File: src/rtl/ppbuf_pkg.sv
// ppbuf_pkg: shared definitions for the ping-pong buffer reader.
//   - default block length, read address width and interleaver column count
//   - reader FSM state encoding
//   - bank index type (A = 0, B = 1)
// Build option: PPBUF_RD_INTERLEAVE_EN selects the permuted read address
// (consumed by ppbuf_rd_addr_gen).
package ppbuf_pkg;

  localparam int PPBUF_BLOCK_LEN = 192;
  localparam int PPBUF_ADDR_W    = 9;
  localparam int PPBUF_COLS      = 16;

  typedef enum logic [1:0] {
    ST_IDLE = 2'd0,
    ST_READ = 2'd1,
    ST_DONE = 2'd2
  } rd_state_t;

  typedef logic bank_idx_t;

  localparam bank_idx_t BANK_A = 1'b0;
  localparam bank_idx_t BANK_B = 1'b1;

endpackage

File: src/rtl/ppbuf_rd_addr_gen.sv
// ppbuf_rd_addr_gen: read index k and the bank address derived from it.
// Ports:
//   clk, reset : clock, asynchronous active-high reset
//   adv        : a read issues this cycle; step k (wraps after the last read)
//   addr       : address for the current k
//   last       : current k is the last index of the block
// Build option PPBUF_RD_INTERLEAVE_EN:
//   defined   : addr = (BLOCK_LEN/COLS)*(k mod COLS) + floor(k/COLS), kept
//               incrementally with column/row counters (no multiply/divide)
//   undefined : addr = k
module ppbuf_rd_addr_gen
  import ppbuf_pkg::*;
#(
  parameter int BLOCK_LEN = PPBUF_BLOCK_LEN,
  parameter int ADDR_W    = PPBUF_ADDR_W,
  parameter int COLS      = PPBUF_COLS
) (
  input  logic              clk,
  input  logic              reset,
  input  logic              adv,
  output logic [ADDR_W-1:0] addr,
  output logic              last
);

  localparam logic [ADDR_W-1:0] K_LAST = ADDR_W'(BLOCK_LEN - 1);
  localparam logic [ADDR_W-1:0] K_ONE  = ADDR_W'(1);

  logic [ADDR_W-1:0] k_q, k_d;

  assign last = (k_q == K_LAST);

  always_comb begin
    k_d = k_q;
    if (adv) begin
      k_d = last ? '0 : k_q + K_ONE;
    end
  end

  always_ff @(posedge clk or posedge reset) begin
    if (reset) begin
      k_q <= '0;
    end else begin
      k_q <= k_d;
    end
  end

`ifdef PPBUF_RD_INTERLEAVE_EN
  localparam int                CW       = (COLS > 1) ? $clog2(COLS) : 1;
  localparam logic [CW-1:0]     COL_LAST = CW'(COLS - 1);
  localparam logic [CW-1:0]     COL_ONE  = CW'(1);
  localparam logic [ADDR_W-1:0] ROW_STEP = ADDR_W'(BLOCK_LEN / COLS);

  // col = k mod COLS, row = floor(k/COLS); paddr tracks ROWS*col + row.
  // Stepping k adds ROWS to the address, except when the column wraps,
  // where the address restarts at the next row number.
  logic [CW-1:0]     col_q, col_d;
  logic [ADDR_W-1:0] row_q, row_d;
  logic [ADDR_W-1:0] paddr_q, paddr_d;

  always_comb begin
    col_d   = col_q;
    row_d   = row_q;
    paddr_d = paddr_q;
    if (adv) begin
      if (last) begin
        col_d   = '0;
        row_d   = '0;
        paddr_d = '0;
      end else if (col_q == COL_LAST) begin
        col_d   = '0;
        row_d   = row_q + K_ONE;
        paddr_d = row_q + K_ONE;
      end else begin
        col_d   = col_q + COL_ONE;
        paddr_d = paddr_q + ROW_STEP;
      end
    end
  end

  always_ff @(posedge clk or posedge reset) begin
    if (reset) begin
      col_q   <= '0;
      row_q   <= '0;
      paddr_q <= '0;
    end else begin
      col_q   <= col_d;
      row_q   <= row_d;
      paddr_q <= paddr_d;
    end
  end

  assign addr = paddr_q;
`else
  assign addr = k_q;
`endif

endmodule

File: src/rtl/ppbuf_reader.sv
// ppbuf_reader: drains two ping-pong bank RAMs (A, B) in strict alternation
// into a serial valid/ready bit stream.
// Ports:
//   clk, reset     : clock, asynchronous active-high reset
//   bank_valid[1:0]: bank holds a complete block ([0]=A, [1]=B)
//   bank_release   : one-cycle pulse when the last bit of a bank is captured
//   rdaddress      : shared read address (holds when no read issues)
//   rden_A, rden_B : bank read enables, at most one high
//   q_A, q_B       : bank read data, valid one cycle after the matching rden
//   data_out       : serial output bit (head of the 2-entry skid FIFO)
//   valid_out      : data_out valid
//   ready_in       : downstream accept
// Build option PPBUF_RD_INTERLEAVE_EN: permuted (interleaver) readout order,
// see ppbuf_rd_addr_gen; default build reads linearly.
module ppbuf_reader
  import ppbuf_pkg::*;
#(
  parameter int BLOCK_LEN = PPBUF_BLOCK_LEN,
  parameter int ADDR_W    = PPBUF_ADDR_W,
  parameter int COLS      = PPBUF_COLS
) (
  input  logic              clk,
  input  logic              reset,
  input  logic [1:0]        bank_valid,
  output logic [1:0]        bank_release,
  output logic [ADDR_W-1:0] rdaddress,
  output logic              rden_A,
  output logic              rden_B,
  input  logic              q_A,
  input  logic              q_B,
  output logic              data_out,
  output logic              valid_out,
  input  logic              ready_in
);

  rd_state_t         state_q, state_d;
  bank_idx_t         ptr_q, ptr_d;
  logic              inflight_q;
  bank_idx_t         inflight_bank_q;
  logic              inflight_last_q;
  logic [ADDR_W-1:0] rdaddress_q;

  logic [1:0]        fifo_q, fifo_d;
  logic              wr_ptr_q, wr_ptr_d;
  logic              rd_ptr_q, rd_ptr_d;
  logic [1:0]        count_q, count_d;

  logic              issue;
  logic              pop;
  logic              wr;
  logic              wr_bit;
  logic [1:0]        occ_after;
  logic              can_issue;
  logic [ADDR_W-1:0] gen_addr;
  logic              gen_last;

  ppbuf_rd_addr_gen #(
    .BLOCK_LEN (BLOCK_LEN),
    .ADDR_W    (ADDR_W),
    .COLS      (COLS)
  ) u_addr_gen (
    .clk   (clk),
    .reset (reset),
    .adv   (issue),
    .addr  (gen_addr),
    .last  (gen_last)
  );

  assign valid_out = (count_q != 2'd0);
  assign data_out  = fifo_q[rd_ptr_q];

  always_comb begin
    pop    = valid_out && ready_in;
    wr     = inflight_q;
    wr_bit = (inflight_bank_q == BANK_B) ? q_B : q_A;

    // Occupancy once this cycle's pop and capture have happened; a new read
    // lands one cycle later, so it may only go out if a slot is guaranteed.
    occ_after = count_q - {1'b0, pop} + {1'b0, wr};
    can_issue = (occ_after < 2'd2);

    state_d = state_q;
    ptr_d   = ptr_q;
    issue   = 1'b0;

    case (state_q)
      ST_IDLE, ST_READ: begin
        // The first read of a block goes out in the same cycle IDLE sees
        // its bank valid. Reset masks the combinational enable so the read
        // strobes drop immediately with the asynchronous reset.
        if (state_q == ST_READ || bank_valid[ptr_q]) begin
          state_d = ST_READ;
          issue   = can_issue && !reset;
          if (issue && gen_last) begin
            ptr_d   = ~ptr_q;
            state_d = bank_valid[~ptr_q] ? ST_READ : ST_DONE;
          end
        end
      end
      ST_DONE: begin
        // The final read of the block is captured during this cycle.
        state_d = ST_IDLE;
      end
      default: begin
        state_d = ST_IDLE;
      end
    endcase

    fifo_d = fifo_q;
    if (wr) begin
      fifo_d[wr_ptr_q] = wr_bit;
    end
    wr_ptr_d = wr_ptr_q ^ wr;
    rd_ptr_d = rd_ptr_q ^ pop;
    count_d  = count_q + {1'b0, wr} - {1'b0, pop};
  end

  assign rden_A    = issue && (ptr_q == BANK_A);
  assign rden_B    = issue && (ptr_q == BANK_B);
  assign rdaddress = issue ? gen_addr : rdaddress_q;

  // Release is decoded from the in-flight flags, so it coincides with the
  // capture of the last bit and does not depend on bank_valid any more.
  // A reset clears the flags, so a discarded partial block never releases.
  for (genvar gi = 0; gi < 2; gi++) begin : g_release
    assign bank_release[gi] = inflight_q && inflight_last_q &&
                              (inflight_bank_q == bank_idx_t'(gi));
  end

  always_ff @(posedge clk or posedge reset) begin
    if (reset) begin
      state_q         <= ST_IDLE;
      ptr_q           <= BANK_A;
      inflight_q      <= 1'b0;
      inflight_bank_q <= BANK_A;
      inflight_last_q <= 1'b0;
      rdaddress_q     <= '0;
      fifo_q          <= '0;
      wr_ptr_q        <= 1'b0;
      rd_ptr_q        <= 1'b0;
      count_q         <= 2'd0;
    end else begin
      state_q         <= state_d;
      ptr_q           <= ptr_d;
      inflight_q      <= issue;
      inflight_bank_q <= ptr_q;
      inflight_last_q <= issue && gen_last;
      rdaddress_q     <= rdaddress;
      fifo_q          <= fifo_d;
      wr_ptr_q        <= wr_ptr_d;
      rd_ptr_q        <= rd_ptr_d;
      count_q         <= count_d;
    end
  end

endmodule
File: config.mk
export PLATFORM = sky130hd
export DESIGN_NAME = ppbuf_reader
export DESIGN_NICKNAME = d
export VERILOG_FILES = /design/src/rtl/ppbuf_pkg.sv /design/src/rtl/ppbuf_rd_addr_gen.sv /design/src/rtl/ppbuf_reader.sv
export SDC_FILE = /design/constraint.sdc
export NUM_CORES = 1
export LEC_CHECK = 0
export CAP_MARGIN = 15
export CELL_PAD_IN_SITES_DETAIL_PLACEMENT = 1
export CELL_PAD_IN_SITES_GLOBAL_PLACEMENT = 1
export CORE_ASPECT_RATIO = 1.75
export CORE_MARGIN = 2
export CORE_UTILIZATION = 43
export DETAILED_ROUTE_END_ITERATION = 8
export PLACE_DENSITY_LB_ADDON = 0.08
export SLEW_MARGIN = 5
export SYNTH_ARGS = -nofsm -noshare
export SYNTH_HDL_FRONTEND = slang
export SYNTH_SLANG_ARGS = --single-unit
File: constraint.sdc
create_clock -name clk -period 7.23 [get_ports clk]
set_input_delay 1.0845 -clock clk [delete_from_list [all_inputs] [get_ports clk]]
set_output_delay 1.0845 -clock clk [all_outputs]
set_load 0.03 [all_outputs]
Word level (Yosys, flattened, before mapping)
Cells that the tools add are included.

Mux-type cells: 18. Add/sub/neg operators: 5. Reductions and logical operators: 16. Equal/unequal tests: 3. $lt $le $gt $ge: 6. Bitwise logic cells: 4.

Operators by type and width (number): 2-to-1 mux 9 bit (2); logical AND 1 bit (10); 2-to-1 mux 1 bit (10); adder 9 x 1 -> 9 bit (second input constant) (1); == test 9 x 8 -> 1 bit (second input constant) (1); less-than comparator 1 x 2 -> 1 bit (second input constant) (4); 2-to-1 mux 2 bit (4); adder 2 x 1 -> 2 bit (2); subtractor 2 x 1 -> 2 bit (2); AND reduction 3 bit (1); bitwise mux 2 bit (1); == test 2 x 1 -> 1 bit (second input constant) (1); logical NOT 2 bit (1); less-than comparator 2 bit (second input constant) (1); != test 2 bit (second input constant) (1); inverter 1 bit (2); nonzero test 2 bit (1); OR reduction 2 bit (1); XOR 1 bit (2); demux 1 bit (select 1 bit) (1); greater-or-equal comparator 1 bit (second input constant) (1); logical NOT 1 bit (1); logical OR 1 bit (1).

Register bits: 30. Input bits: 7. Word-level logic and storage cells: 63. Output and inout bits: 15.

Depth between registers and ports, before layout
Depth after elaboration: 10. Depth in mapped cells: 11. Mapped depth without buffers: 10.

By module
A second synthesis with hierarchy kept.

Cell total of the unflattened synthesis: 113. Area total of the unflattened synthesis: 1408.9 sq um.

Modules (own cells, without submodules): ppbuf_reader (area each 944.7 sq um, sequential area each 525.5 sq um, times used 1, cells an instance 70); ppbuf_rd_addr_gen (area each 464.2 sq um, sequential area each 225.2 sq um, times used 1, cells an instance 43).

Worst setup path after synthesis
No wires, ideal clock.

Path type: in2out. Start point: in ready_in. End point: out rdaddress[5]. Path buffers: 2. Required time: 6145 ps. Path slack: 2709 ps. Stages: 9. Data arrival time: 3436 ps. Cells stage by stage: and2_1 > ha_1 > inv_1 > ha_1 > xor3_1 > a2111o_1 > buf_2 > buf_2 > o21ai_0.

Word-level cells in the longest chain between the ends: 8.

RTL lines: start, declared (RTL line ppbuf_reader.sv:33) `input logic ready_in`; logical AND 1 bit (RTL line ppbuf_reader.sv:73) `pop = valid_out && ready_in;`; subtractor 2 x 1 -> 2 bit (RTL line ppbuf_reader.sv:79) `occ_after = count_q - {1'b0, pop} + {1'b0, wr};`; adder 2 x 1 -> 2 bit (RTL line ppbuf_reader.sv:79); less-than comparator 2 bit (RTL line ppbuf_reader.sv:80) `can_issue = (occ_after < 2'd2);`; logical AND 1 bit (RTL line ppbuf_reader.sv:93) `issue = can_issue && !reset;`; 2-to-1 mux 1 bit (RTL line ppbuf_reader.sv:91) `if (state_q == ST_READ || bank_valid[ptr_q]) begin`; 2-to-1 mux 1 bit (RTL line ppbuf_reader.sv:86) `case (state_q)`; 2-to-1 mux 9 bit (RTL line ppbuf_reader.sv:120) `assign rdaddress = issue ? gen_addr : rdaddress_q;`; end, declared (RTL line ppbuf_reader.sv:26) `output logic [ADDR_W-1:0] rdaddress,`.

No other way between the ends.

Worst setup path after layout
Start point: in ready_in. End point: out rdaddress[2].

The elaborated chain is that of the path after synthesis.

==> results.py <==
metrics = {
    "placement": {
        "place_ws_ps": 1840,
        "port_buffers": 21,
        "place_congestion": 0.744,
        "hpwl_um": 2080,
    },
    "outcome": {
        "status": "completed",
    },
    "timing": {
        "tightest_slew_ps": 704,
        "timing.final.crit_share_pct": 74.0,
        "fin_tns_setup_ps": 0,
        "fin_skew_ps": 8.32,
        "slew_headroom_pct": 53.1,
        "finalHoldViolCount": 0,
        "grt_setup_unrepaired": "false",
        "slew_violations": 0,
        "post-route-min-period_ps": 5350,
        "finalSetupViolCount": 0,
        "fmax_ghz": 0.187,
        "setup_ws_ps": 1880,
    },
    "drt": {
        "wl_met1_um": 1030,
        "vias": 1008,
        "drt_iter0_drc": 8,
        "ant_nets": 0,
        "wl_per_cell_um": 15.9,
        "routed_wl_um": 2930,
        "viasPerCell": 5.48,
        "wl_met2_um": 1690,
        "top_layer_used": "met4",
        "wl_met3_um": 115,
        "drc": 0,
        "dr.pass1.iters": 3,
    },
    "setup_path": {
        "crit_type": "primary input to output pin",
        "end_kind": "output pin",
        "worstPathArrival_ps": 4270,
        "cp_max_fo": 23,
        "required_ps": 6150,
        "start_kind": "primary input",
    },
    "layout": {
        "area_delta_synth_final_pct": 27.7,
        "diodes": 0,
        "multi_input_area_um2": 522,
        "utilization_pct": 57.9,
        "nets": 167,
        "fillers": 322,
        "final_common_cell": "dfrtp_1",
        "drive_gt1_share_pct": 8.97,
        "seq_area_um2": 751,
        "layout_common_cells": "dfrtp_1, nand2_1, clkdlybuf4s50_1",
    },
    "power": {
        "peakVddDrop_mv": 0.286,
        "p_leak_nw": 0.815,
        "powerDensity_nw_per_um2": 467,
        "total_power_uw": 793,
    },
    "logic_synthesis": {
        "synth_cells": 129,
        "ys.warnings.count": 0,
        "avgSynthCellArea_um2": 10.3,
        "synth_cell_type_count": 27,
        "synth_area_um2": 1330,
        "postSynthNetCount": 141,
        "synth-seq-cells": 30,
        "ys_seq_area_share_pct": 56.5,
    },
    "hold_path": {
        "hold_path_class": "flip-flop to flip-flop",
    },
    "floorplanning": {
        "core_area_um2": 2930,
        "ioPinCount": 22,
        "num_rows": 26,
        "chipHeight_um": 77.5,
        "dieArea_um2": 3570,
        "start_util_pct": 45.4,
        "die_w_um": 46.0,
    },
    "clocking": {
        "htreeDepth": 2,
        "clk_latency_ps": 280,
        "clock-sinks": 30,
        "cts_tree": "yes",
        "postCtsSetupBuffers": 0,
        "cts-hold-fix-buffers": 0,
        "clk_pin_slew_ps": 70,
        "root_buffer": "clkbuf_8",
        "cts_buffer_depth": 2,
        "cts.repair.resized": 0,
        "cts_buffers": 5,
    },
    "global_route": {
        "overflow": 0,
        "grt_pass1_vias": 1110,
        "antenna_found_initial": 0,
        "grt_start_max_net_pins": 31,
        "grt.total_usage_pct": 19.7,
        "grt_pass1_wl_um": 4980,
    },
    "run": {
        "drv_cap": 0,
    },
}
## worst paths after layout
check	to	from	slack, ps	cells after the start
max	rdaddress[2]	ready_in	1880	11
min	state_q[0]	state_q[1]	470	1
max reg2reg	u_addr_gen.addr[6]	count_q[0]	4000	10
min reg2reg	state_q[0]	state_q[1]	470	1
max in group asynchronous	rdaddress_q[1]	reset	5600	3
min in group asynchronous	count_q[1]	reset	1170	2
## synthesized netlist by cell type
cell / number / area share [%]
a211oi_1: 1 / 0.57
a221oi_1: 1 / 0.66
and4_1: 1 / 0.66
nor2_1: 5 / 1.4
or2_2: 1 / 0.47
nand2_1: 28 / 7.9
nor4bb_1: 1 / 0.75
and3_1: 3 / 1.4
and2_1: 3 / 1.4
a21oi_1: 6 / 2.3
dfrtp_1: 30 / 56
mux2_2: 2 / 1.7
mux2i_1: 2 / 1.5
buf_2: 3 / 1.1
xor2_1: 2 / 1.3
inv_1: 10 / 2.8
nor2b_1: 1 / 0.47
or3_1: 3 / 1.4
xnor2_1: 3 / 2.0
inv_2: 1 / 0.28
nand4_1: 3 / 1.4
o21ai_0: 7 / 2.6
nor2_2: 1 / 0.47
xor3_1: 1 / 1.8
ha_1: 5 / 4.7
a2111o_1: 1 / 0.85
nand3_1: 4 / 1.5
## kinds of logic after synthesis
family / after synthesis / share of synthesized area [%]
xor+xnor: 6 / 5.09
compound gates: 16 / 6.97
buf+inv: 14 / 4.24
flops: 30 / 56.5
fa+ha+maj: 5 / 4.71
simple gates: 54 / 19.3
mux: 4 / 3.20
## per-layer routing
metal	up-vias	global-route usage, %
li1	477	-
met1	499	20.1
met2	23	33.2
met3	9	6.74
met4	0	10.3
met5	-	0
## critical path: stages
cell and delay (ps):
clkdlybuf4s50_1 450, and2_1 160, ha_1 240, inv_1 50
ha_1 140, xor3_1 260, a2111o_1 700, inv_2 330
nand2_1 100, nand2_1 80, clkdlybuf4s50_1 670
## where the power goes
part	total, mW	leakage, nW	internal, mW	switching (mW)
Sequential	0.277	0.365	0.229	0.0479
Combinational	0.359	0.393	0.143	0.216
Clock	0.157	0.0575	0.0960	0.0612
## registers in the layout, summed over array words and instances, names as in the netlist
name             count
inflight_bank_q      1
inflight_q           1
inflight_last_q      1
fifo_q               2
ptr_q                1
u_addr_gen.addr      9
wr_ptr_q             1
rdaddress_q          9
rd_ptr_q             1
state_q              2
count_q              2
## layout make-up
| class | instances | area share [%] |
|---|---|---|
| multi-input combinational | 85 | 30.8 |
| tap | 28 | 2.06 |
| clock buffer | 8 | 6.49 |
| timing repair buffer | 22 | 14.0 |
| inverter | 11 | 2.43 |
| sequential | 30 | 44.2 |
## per-stage QoR
step	hold WS (ps)	instance area [um2]	std cells
2_1_floorplan	411	1330	129
3_3_place_gp	422	1560	175
4_1_cts	472	1670	183
6_report	467	1700	184
3_5_place_dp	462	1560	175
5_1_grt	486	1700	184
Power figures use the tool's default switching activity.
